<file path="src/rtl/nar_pkg.sv">
// Shared types and helpers for the neuron accumulate/requantise blocks.
// Holds default formats, accumulator sizing and the sequencer states.
package nar_pkg;

   localparam int N_DEF = 10;
   localparam int Q_DEF = 8;

   // Full-precision accumulator width: product width plus growth for
   // ni products and one bias term.
   function automatic int acc_w(input int n, input int ni);
      return 2 * n + $clog2(ni + 1);
   endfunction

   typedef enum logic [1:0] {
      IDLE  = 2'd0,
      FETCH = 2'd1,
      LAST  = 2'd2,
      OUT   = 2'd3
   } state_t;

endpackage

</file>
<file path="src/rtl/nar_requant.sv">
// Requantise a full-precision accumulator to N-bit Q-fraction format.
// Arithmetic shift, optional ReLU, then saturation to the N-bit range.
module nar_requant
   import nar_pkg::*;
#(
   parameter int N     = N_DEF,
   parameter int Q     = Q_DEF,
   parameter int ACC_W = acc_w(N_DEF, 16),
   parameter int ACT   = 1
) (
   input  logic [ACC_W-1:0] acc,
   output logic [N-1:0]     y
);

   localparam logic signed [ACC_W-1:0] MAXV = ACC_W'((2 ** (N - 1)) - 1);
   localparam logic signed [ACC_W-1:0] MINV = ~MAXV;

   logic signed [ACC_W-1:0] r;

   // Shift down with floor rounding, clamp negatives for ReLU, saturate.
   always_comb begin
      r = $signed(acc) >>> Q;
      if (ACT != 0 && r[ACC_W-1]) begin
         r = '0;
      end
      if (r > MAXV) begin
         y = MAXV[N-1:0];
      end else if (r < MINV) begin
         y = MINV[N-1:0];
      end else begin
         y = r[N-1:0];
      end
   end

endmodule

</file>
<file path="src/rtl/neuron_mac.sv">
// Weight/activation sequencer with full-precision multiply-accumulate.
// Walks one neuron's weights and bias, then emits a requantised result.
module neuron_mac
   import nar_pkg::*;
#(
   parameter int N          = N_DEF,
   parameter int Q          = Q_DEF,
   parameter int NUM_INPUTS = 16,
   parameter int ACT        = 1
) (
   input  logic         clk,
   input  logic         rst_n,
   input  logic         start,
   input  logic [7:0]   layer_base,
   output logic [7:0]   rom_addr,
   input  logic [N-1:0] rom_data,
   output logic [7:0]   x_idx,
   input  logic [N-1:0] x_data,
   output logic [N-1:0] y,
   output logic         y_valid,
   output logic         busy
);

   localparam int ACC_W = acc_w(N, NUM_INPUTS);
   localparam logic [7:0] NI_W = 8'(NUM_INPUTS);

   state_t state_q, state_d;

   logic [7:0]              base_q;
   logic [7:0]              cnt_q;
   logic [7:0]              cnt_nx;
   logic signed [ACC_W-1:0] acc_q;
   logic signed [2*N-1:0]   prod;
   logic signed [ACC_W-1:0] prod_ext;
   logic signed [ACC_W-1:0] bias_ext;
   logic [N-1:0]            y_r;

   logic accept;
   logic do_prod;
   logic do_bias;
   logic do_out;

   assign cnt_nx = cnt_q + 8'd1;

   // Signed product of returned data and the bias aligned to Q2Q.
   always_comb begin
      prod     = $signed(x_data) * $signed(rom_data);
      prod_ext = {{(ACC_W - 2 * N){prod[2*N-1]}}, prod};
      bias_ext = {{(ACC_W - N - Q){rom_data[N-1]}}, rom_data, {Q{1'b0}}};
   end

   // State register.
   always_ff @(posedge clk or negedge rst_n) begin
      if (!rst_n) begin
         state_q <= IDLE;
      end else begin
         state_q <= state_d;
      end
   end

   // Next state and per-edge datapath controls.
   always_comb begin
      state_d = state_q;
      accept  = 1'b0;
      do_prod = 1'b0;
      do_bias = 1'b0;
      do_out  = 1'b0;
      unique case (state_q)
         IDLE: begin
            if (start) begin
               accept  = 1'b1;
               state_d = FETCH;
            end
         end
         FETCH: begin
            do_prod = 1'b1;
            if (cnt_nx == NI_W) begin
               state_d = LAST;
            end
         end
         LAST: begin
            do_bias = 1'b1;
            state_d = OUT;
         end
         OUT: begin
            do_out = 1'b1;
            if (start) begin
               accept  = 1'b1;
               state_d = FETCH;
            end else begin
               state_d = IDLE;
            end
         end
         default: state_d = IDLE;
      endcase
   end

   // Address issue, accumulation and result registers.
   always_ff @(posedge clk or negedge rst_n) begin
      if (!rst_n) begin
         base_q   <= '0;
         cnt_q    <= '0;
         acc_q    <= '0;
         rom_addr <= '0;
         x_idx    <= '0;
         y        <= '0;
         y_valid  <= 1'b0;
         busy     <= 1'b0;
      end else begin
         y_valid <= do_out;
         if (do_out) begin
            y    <= y_r;
            busy <= 1'b0;
         end
         if (do_prod) begin
            acc_q    <= acc_q + prod_ext;
            cnt_q    <= cnt_nx;
            rom_addr <= base_q + cnt_nx;
            if (cnt_nx != NI_W) begin
               x_idx <= cnt_nx;
            end
         end
         if (do_bias) begin
            acc_q <= acc_q + bias_ext;
         end
         if (accept) begin
            base_q   <= layer_base;
            cnt_q    <= '0;
            acc_q    <= '0;
            rom_addr <= layer_base;
            x_idx    <= '0;
            busy     <= 1'b1;
         end
      end
   end

   nar_requant #(
      .N     (N),
      .Q     (Q),
      .ACC_W (ACC_W),
      .ACT   (ACT)
   ) u_requant (
      .acc (acc_q),
      .y   (y_r)
   );

endmodule

</file>
<file path="config.mk">
export PLATFORM = sky130hd
export DESIGN_NAME = neuron_mac
export DESIGN_NICKNAME = d
export VERILOG_FILES = /design/src/rtl/nar_pkg.sv /design/src/rtl/nar_requant.sv /design/src/rtl/neuron_mac.sv
export SDC_FILE = /design/constraint.sdc
export NUM_CORES = 1
export LEC_CHECK = 0
export BUFFER_PORTS_ARGS = -buffer_cell sky130_fd_sc_hd__buf_2
export CAP_MARGIN = 5
export CORE_MARGIN = 2
export CORE_UTILIZATION = 45
export CTS_CLUSTER_DIAMETER = 80
export CTS_CLUSTER_SIZE = 24
export DETAILED_ROUTE_END_ITERATION = 6
export PLACE_DENSITY = 0.59
export SYNTH_ARGS = -nofsm -noshare
export SYNTH_HDL_FRONTEND = slang
export SYNTH_HIERARCHICAL = 1
export SYNTH_SLANG_ARGS = --single-unit
</file>
<file path="constraint.sdc">
create_clock -name clk -period 10.35 [get_ports clk]
set_input_delay 1.035 -clock clk [delete_from_list [all_inputs] [get_ports clk]]
set_output_delay 1.035 -clock clk [all_outputs]
set_load 0.02 [all_outputs]
</file>
==> results of run 1 <==
==> registers in the layout, summed over array words and instances (netlist names), 2 cells and up <==
signal,cells
y,10
acc_q,25
state_q,2
rom_addr,8
base_q,8
x_idx,8
cnt_q,8
==> metrics by stage <==
step / hold WS (ps) / cells
after floorplan: 452 / 1086
after global placement: 472 / 1377
after CTS: 487 / 1392
after global routing: 517 / 1392
final: 480 / 1392
after detailed placement: 471 / 1377
==> critical path, delay by kind of cell <==
family          cells  cell delay, ps
buf+inv             5             500
simple gates        1             210
xor+xnor            1             140
fa+ha+maj           6            3360
compound gates      7            1340
==> how the worst min path moves through the flow <==
stage	slack, ps	to
final	480	base_q[4]
after global placement	470	base_q[4]
after detailed placement	470	base_q[4]
after floorplan	450	base_q[0]
after global routing	520	base_q[4]
after CTS	490	base_q[4]
==> logic make-up (layout without fill, tap and decap cells) <==
family	Yosys count	count (layout)
other	1	1
adders and majority gates	223	223
xor gates and xnor gates	56	56
AOI/OAI and AO/OA	171	171
muxes	24	24
buffers and inverters	253	284
and+or+nand+nor	287	287
DFF	71	71
==> layer usage <==
metal	share of wire	up-vias
met2	0.52	89
li1	-	3489
met3	0.022	18
met4	0.013	0
met5	0	-
met1	0.44	3541
==> area by class of cell <==
type / count / area (sq um) / area share
multi-input combinational: 762 / 6990 / 0.667
sequential: 71 / 1780 / 0.170
clock inverter: 4 / 22.5 / 0.00215
timing repair buffer: 62 / 323 / 0.0308
clock buffer: 11 / 243 / 0.0232
tap: 275 / 344 / 0.0328
inverter: 207 / 777 / 0.0741
==> synth_stat cells (all sizes together) (12+ instances only) <==
| library cell | number | area, sq um |
|---|---|---|
| inv | 207 | 777 |
| a21o | 12 | 90.1 |
| o21ai | 27 | 150 |
| nand3 | 12 | 60.1 |
| fa | 129 | 2580 |
| a31oi | 14 | 87.6 |
| mux2 | 13 | 146 |
| nor2 | 67 | 251 |
| a21oi | 61 | 309 |
| ha | 94 | 1180 |
| xnor2 | 33 | 289 |
| dfrtp | 71 | 1780 |
| nand2 | 122 | 458 |
| xor2 | 23 | 201 |
| clkbuf | 36 | 136 |
| and2 | 44 | 275 |
==> cell usage in the layout (no fill, tap or decap), types with 9 or more instances in the layout <==
| master | n |
|---|---|
| mux2i_1 | 11 |
| xor2_1 | 23 |
| dfrtp_1 | 71 |
| o21bai_1 | 9 |
| nand2_1 | 122 |
| nor2_1 | 67 |
| a31oi_1 | 14 |
| ha_1 | 93 |
| xnor2_1 | 33 |
| clkbuf_16 | 9 |
| nor2b_1 | 10 |
| and2_1 | 43 |
| and3_1 | 9 |
| inv_1 | 207 |
| buf_2 | 57 |
| a21oi_1 | 60 |
| o21ai_0 | 23 |
| nand3_1 | 12 |
| a21o_1 | 12 |
| mux2_2 | 13 |
| fa_1 | 129 |
| a211oi_1 | 10 |
==> out/qor.yml, run 1 <==
status: "finished, final reports clean"
worstPathRequired_ps: 10590
post-route-min-period_ps: 6370
synth_mux_area_frac: 0.0264
post_cts_buffers: 0
grt_first_pass_wirelength_um: 36700
die_w_um: 151
nFillCells: 2063
via_per_inst: 5.13
overflow: 0
cts_tree: "done"
final_cell_area_sq_um: 10500
cpPeakStageDelay_ps: 700
synth_xor_area_frac: 0.0505
ys.flop_type: "dfrtp_1"
hold_buffers: 0
ys_types: 65
cp-endpoint: "acc_q[23]"
critPathLaunch: "rom_data[3]"
num_vias: 7137
setup_ws_ps: 3980
synth-seq-area-share: 0.183
cts_made_buffers: 9
gr-usage-met3: 0.0241
n_antenna_cell: 0
die_area_sq_um: 22800
core_sq_um: 21100
ios: 59
worst_slew_pin_slew_ps: 932
slowest_stage: "fa_1"
fin_crit_sh: 0.616
syn_to_final_growth_pct: 7.80
htreeDepth: 3
drtPass1Iterations: 5
post_cts_resized: 0
grt_pass1_vias: 7495
rows: 53
dpl-instance-area_sq_um: 10200
holdCritStartpoint: "base_q[4]"
grt_util_met2: 0.375
synth_top_family_by_area: "adder cells"
path_clk_slew_ps: 60
drt_iter0_markers: 346
layout-drive-gt1-share: 0.0940
synthSimpleGateAreaFrac: 0.137
antenna_found_initial: 0
synth-seq-cells: 71
gp_congestion: 0.837
start_util: 0.461
synthCells: 1086
ant_nets: 0
path_cells: "buf_2 > and2_1 > fa_1 > inv_1 > fa_1 > fa_1 > inv_1 > fa_1 > inv_1 > fa_1 > inv_1 > ha_1 > a21o_1 > a21oi_1 > o21ai_0 > a21o_1 > o41ai_2 > o21ai_0 > xnor2_1 > a221oi_1"
preCtsSetupSlack_ps: 3620
holdPathStages: 2
finalHoldViolCount: 0
wl_per_cell_um: 15.2
synthesis.nets: 1340
synth_fa_ha_area_frac: 0.387
async_reset_ff_frac: 1.00
drv_slew: 0
fin_skew_ps: 8.68
setup_viol: 0
rsz0062_at_grt: "no"
drv_cap: 0
finalSetupTns_ps: 0
worstSetupPathType: "in -> reg"
port-buffer-count: 58
crit_path_frequent_cell: "fa_1"
r2r-end: "acc_q[20]"
track_usage: 0.205
synth-compound-area-share: 0.118
fmax_mhz: 157
synth_edf_count: 0
reg2reg_depth: 15
cts_buffer_depth: 2
worst_skew_pair.late_latency_ps: 330
syn_area_sq_um: 9720
fin_nets: 1367
drcViolationCount: 0
dp_hpwl_um: 16800
grt_max_degree: 72
final_util: 0.497
worst_setup_path_start_kind: "primary input"
cts_root_buffer: "clkbuf_16"
wl_um: 21200
syn-mean-instance-area_sq_um: 8.95
crit_path_end_kind: "flop"
clock-sinks: 71
cp_max_fo: 11
synth_warnings: 6
r2r-start: "acc_q[9]"
top_usage_layer: "met2"
crit_arrival_ps: 6610
hold_path_class: "reg -> reg"
grtUsageMet1: 0.264
die_height_um: 151
r2r_setup_slack_ps: 5670
max-slew-margin-rel: 0.379
Power of run 1 is left out: the tool's default activity adds up to more than one toggle a clock period on the data nets, which glitch-free logic cannot reach.
==> run 2, diff against run 1 <==
- ABC_AREA: default -> 1
- clock period: 10.35 -> 6.46 ns (I/O delays scaled with it)
==> run 2 against run 1 <==
Compared with the run above:
- sequential share of layout area decreased by 1.3 points
- synthesized cell count increased by 35%
- cell area increased by 8.5%
- flip-flop and latch count unchanged
- first-iteration DRC count increased by 42%
- worst hold slack got worse by 51 ps
- die area increased by 8.0%
- core utilization increased by 0.25 points
- critical path depth increased by 2
- non-clock buffer count increased by 2
- register-to-register slack got worse by 3400 ps
- final cell count increased by 31%
==> out/qor.yml, run 2 <==
syn-mean-instance-area_sq_um: 7.17
ant_nets: 0
drtPass1Iterations: 5
ys.flop_type: "dfrtp_1"
post-route-min-period_ps: 5770
core_sq_um: 22800
r2r-end: "acc_q[20]"
reg_top3: "acc_q (25), y (10)"
synth_warnings: 6
htreeDepth: 3
die_w_um: 157
post_cts_buffers: 0
grt_pass1_vias: 8539
start_util: 0.462
syn_to_final_growth_pct: 8.14
dpl-instance-area_sq_um: 11100
antenna_found_initial: 0
wl_um: 25700
crit_path_end_kind: "flop"
synthesis.nets: 1721
gp_congestion: 0.928
drv_slew: 0
grt_max_degree: 72
port-buffer-count: 58
final-instance-count-excl-fill: 1825
path_cells: "buf_2 > nand2_1 > inv_1 > fa_1 > inv_1 > fa_1 > fa_1 > inv_1 > fa_1 > inv_1 > fa_1 > inv_1 > ha_1 > nand2_1 > nor2_1 > inv_1 > nor2_1 > nand3_1 > nand4_1 > nand3_1 > nand2_1 > nand2_1"
worstSetupPathType: "in -> reg"
critPathLaunch: "rom_data[1]"
synth-seq-cells: 71
via_per_inst: 4.76
fin_skew_ps: 14.4
nFillCells: 2338
fin_nets: 1761
final_cell_area_sq_um: 11400
placed_cells: 1809
synth-seq-area-share: 0.169
drt_iter0_markers: 492
r2r-start: "acc_q[9]"
critical_path_buf_inv_count: 7
cts_tree: "done"
drv_cap: 0
synth.area.top_cells: "fa_1 (25%), dfrtp_1 (17%), nand2_1 (16%)"
path_clk_slew_ps: 70
final_cell_mix: "nand2_1 (436), inv_1 (377), fa_1 (129)"
synth_edf_count: 0
rows: 55
grt_first_pass_wirelength_um: 43600
crit_arrival_ps: 6000
track_usage: 0.226
ys_types: 40
cpPeakStageDelay_ps: 670
num_vias: 8694
die_height_um: 157
max-slew-margin-rel: 0.377
worstPathRequired_ps: 6690
slowest_stage: "fa_1"
cts_root_buffer: "clkbuf_16"
worst_skew_pair.late_latency_ps: 350
layout_commonest_cell: "nand2_1"
clock-sinks: 71
status: "finished, final reports clean"
drcViolationCount: 0
cp_max_fo: 12
regArea_sq_um: 1780
n_antenna_cell: 0
yosysTopAreaCellShare: 0.246
worst_slew_pin_slew_ps: 934
cp.depth: 22
yosysMostFrequentCell: "nand2_1"
cts_made_buffers: 9
worst_setup_path_start_kind: "primary input"
layout-drive-gt1-share: 0.0761
dp_hpwl_um: 21700
synth.top_cells.by_count: "nand2_1 (436), inv_1 (377), fa_1 (129), nand3_1 (110), ha_1 (94)"
cpLargestDelayFamily: "adder cells"
fmax_mhz: 173
ios: 59
yosys.area.top_type: "fa_1"
r2r_setup_slack_ps: 2250
reg2reg_depth: 16
crit_path_frequent_cell: "inv_1"
synthCells: 1467
rsz0062_at_grt: "no"
wl_per_cell_um: 14.1
fin_crit_sh: 0.893
multi_input_area_sq_um: 7140
hold_path_class: "in -> async"
die_area_sq_um: 24600
finalSetupTns_ps: 0
largest_reg_flops: 25
syn_area_sq_um: 10500
overflow: 0
hold_buffers: 0
setup_viol: 0
cts_buffer_depth: 2
largest-register: "acc_q"
finalHoldViolCount: 0
async_reset_ff_frac: 1.00
post_cts_resized: 0
## run 2: cell families (layout without fill, tap and decap cells)
family          count (synthesis)  in the layout  share of synthesized area
simple gates                  642            642                      0.254
buf+inv                       419            464                      0.152
fa+ha+maj                     223            223                      0.357
compound gates                 88             88                     0.0459
flops                          71             71                      0.169
xor+xnor                       13             13                     0.0108
mux                            10             10                     0.0107
other cells                     1              1                   0.000357
## run 2: area by class of cell
class,instances,area share
clock inverter,6,0.00407
inverter,384,0.127
multi-input combinational,977,0.628
clock buffer,10,0.0210
tap,313,0.0344
sequential,71,0.156
timing repair buffer,64,0.0297
## run 2: routing by layer
metal | track usage | share of wire
met2 | 0.362 | 0.45
met4 | 0.0489 | 0.013
met1 | 0.335 | 0.50
met3 | 0.0204 | 0.029
met5 | 0 | 0
## run 2: how the worst max path moves through the flow
| stage | to | slack, ps |
|---|---|---|
| floorplan | acc_q[22] | 990 |
| global placement | acc_q[22] | 290 |
| detailed placement | acc_q[22] | 260 |
| CTS | acc_q[22] | 600 |
| global route | acc_q[22] | 260 |
| finish | acc_q[22] | 690 |
## run 2: metrics by stage
step / hold slack, ps / setup WS, ps / utilization
2_1_floorplan: 350 / 990 / -
3_3_place_gp: 466 / 293 / 0.487
3_5_place_dp: 470 / 261 / 0.487
4_1_cts: 471 / 603 / 0.499
5_1_grt: 503 / 264 / 0.499
6_report: 428 / 692 / 0.499
Power of run 2 is left out for the same reason.
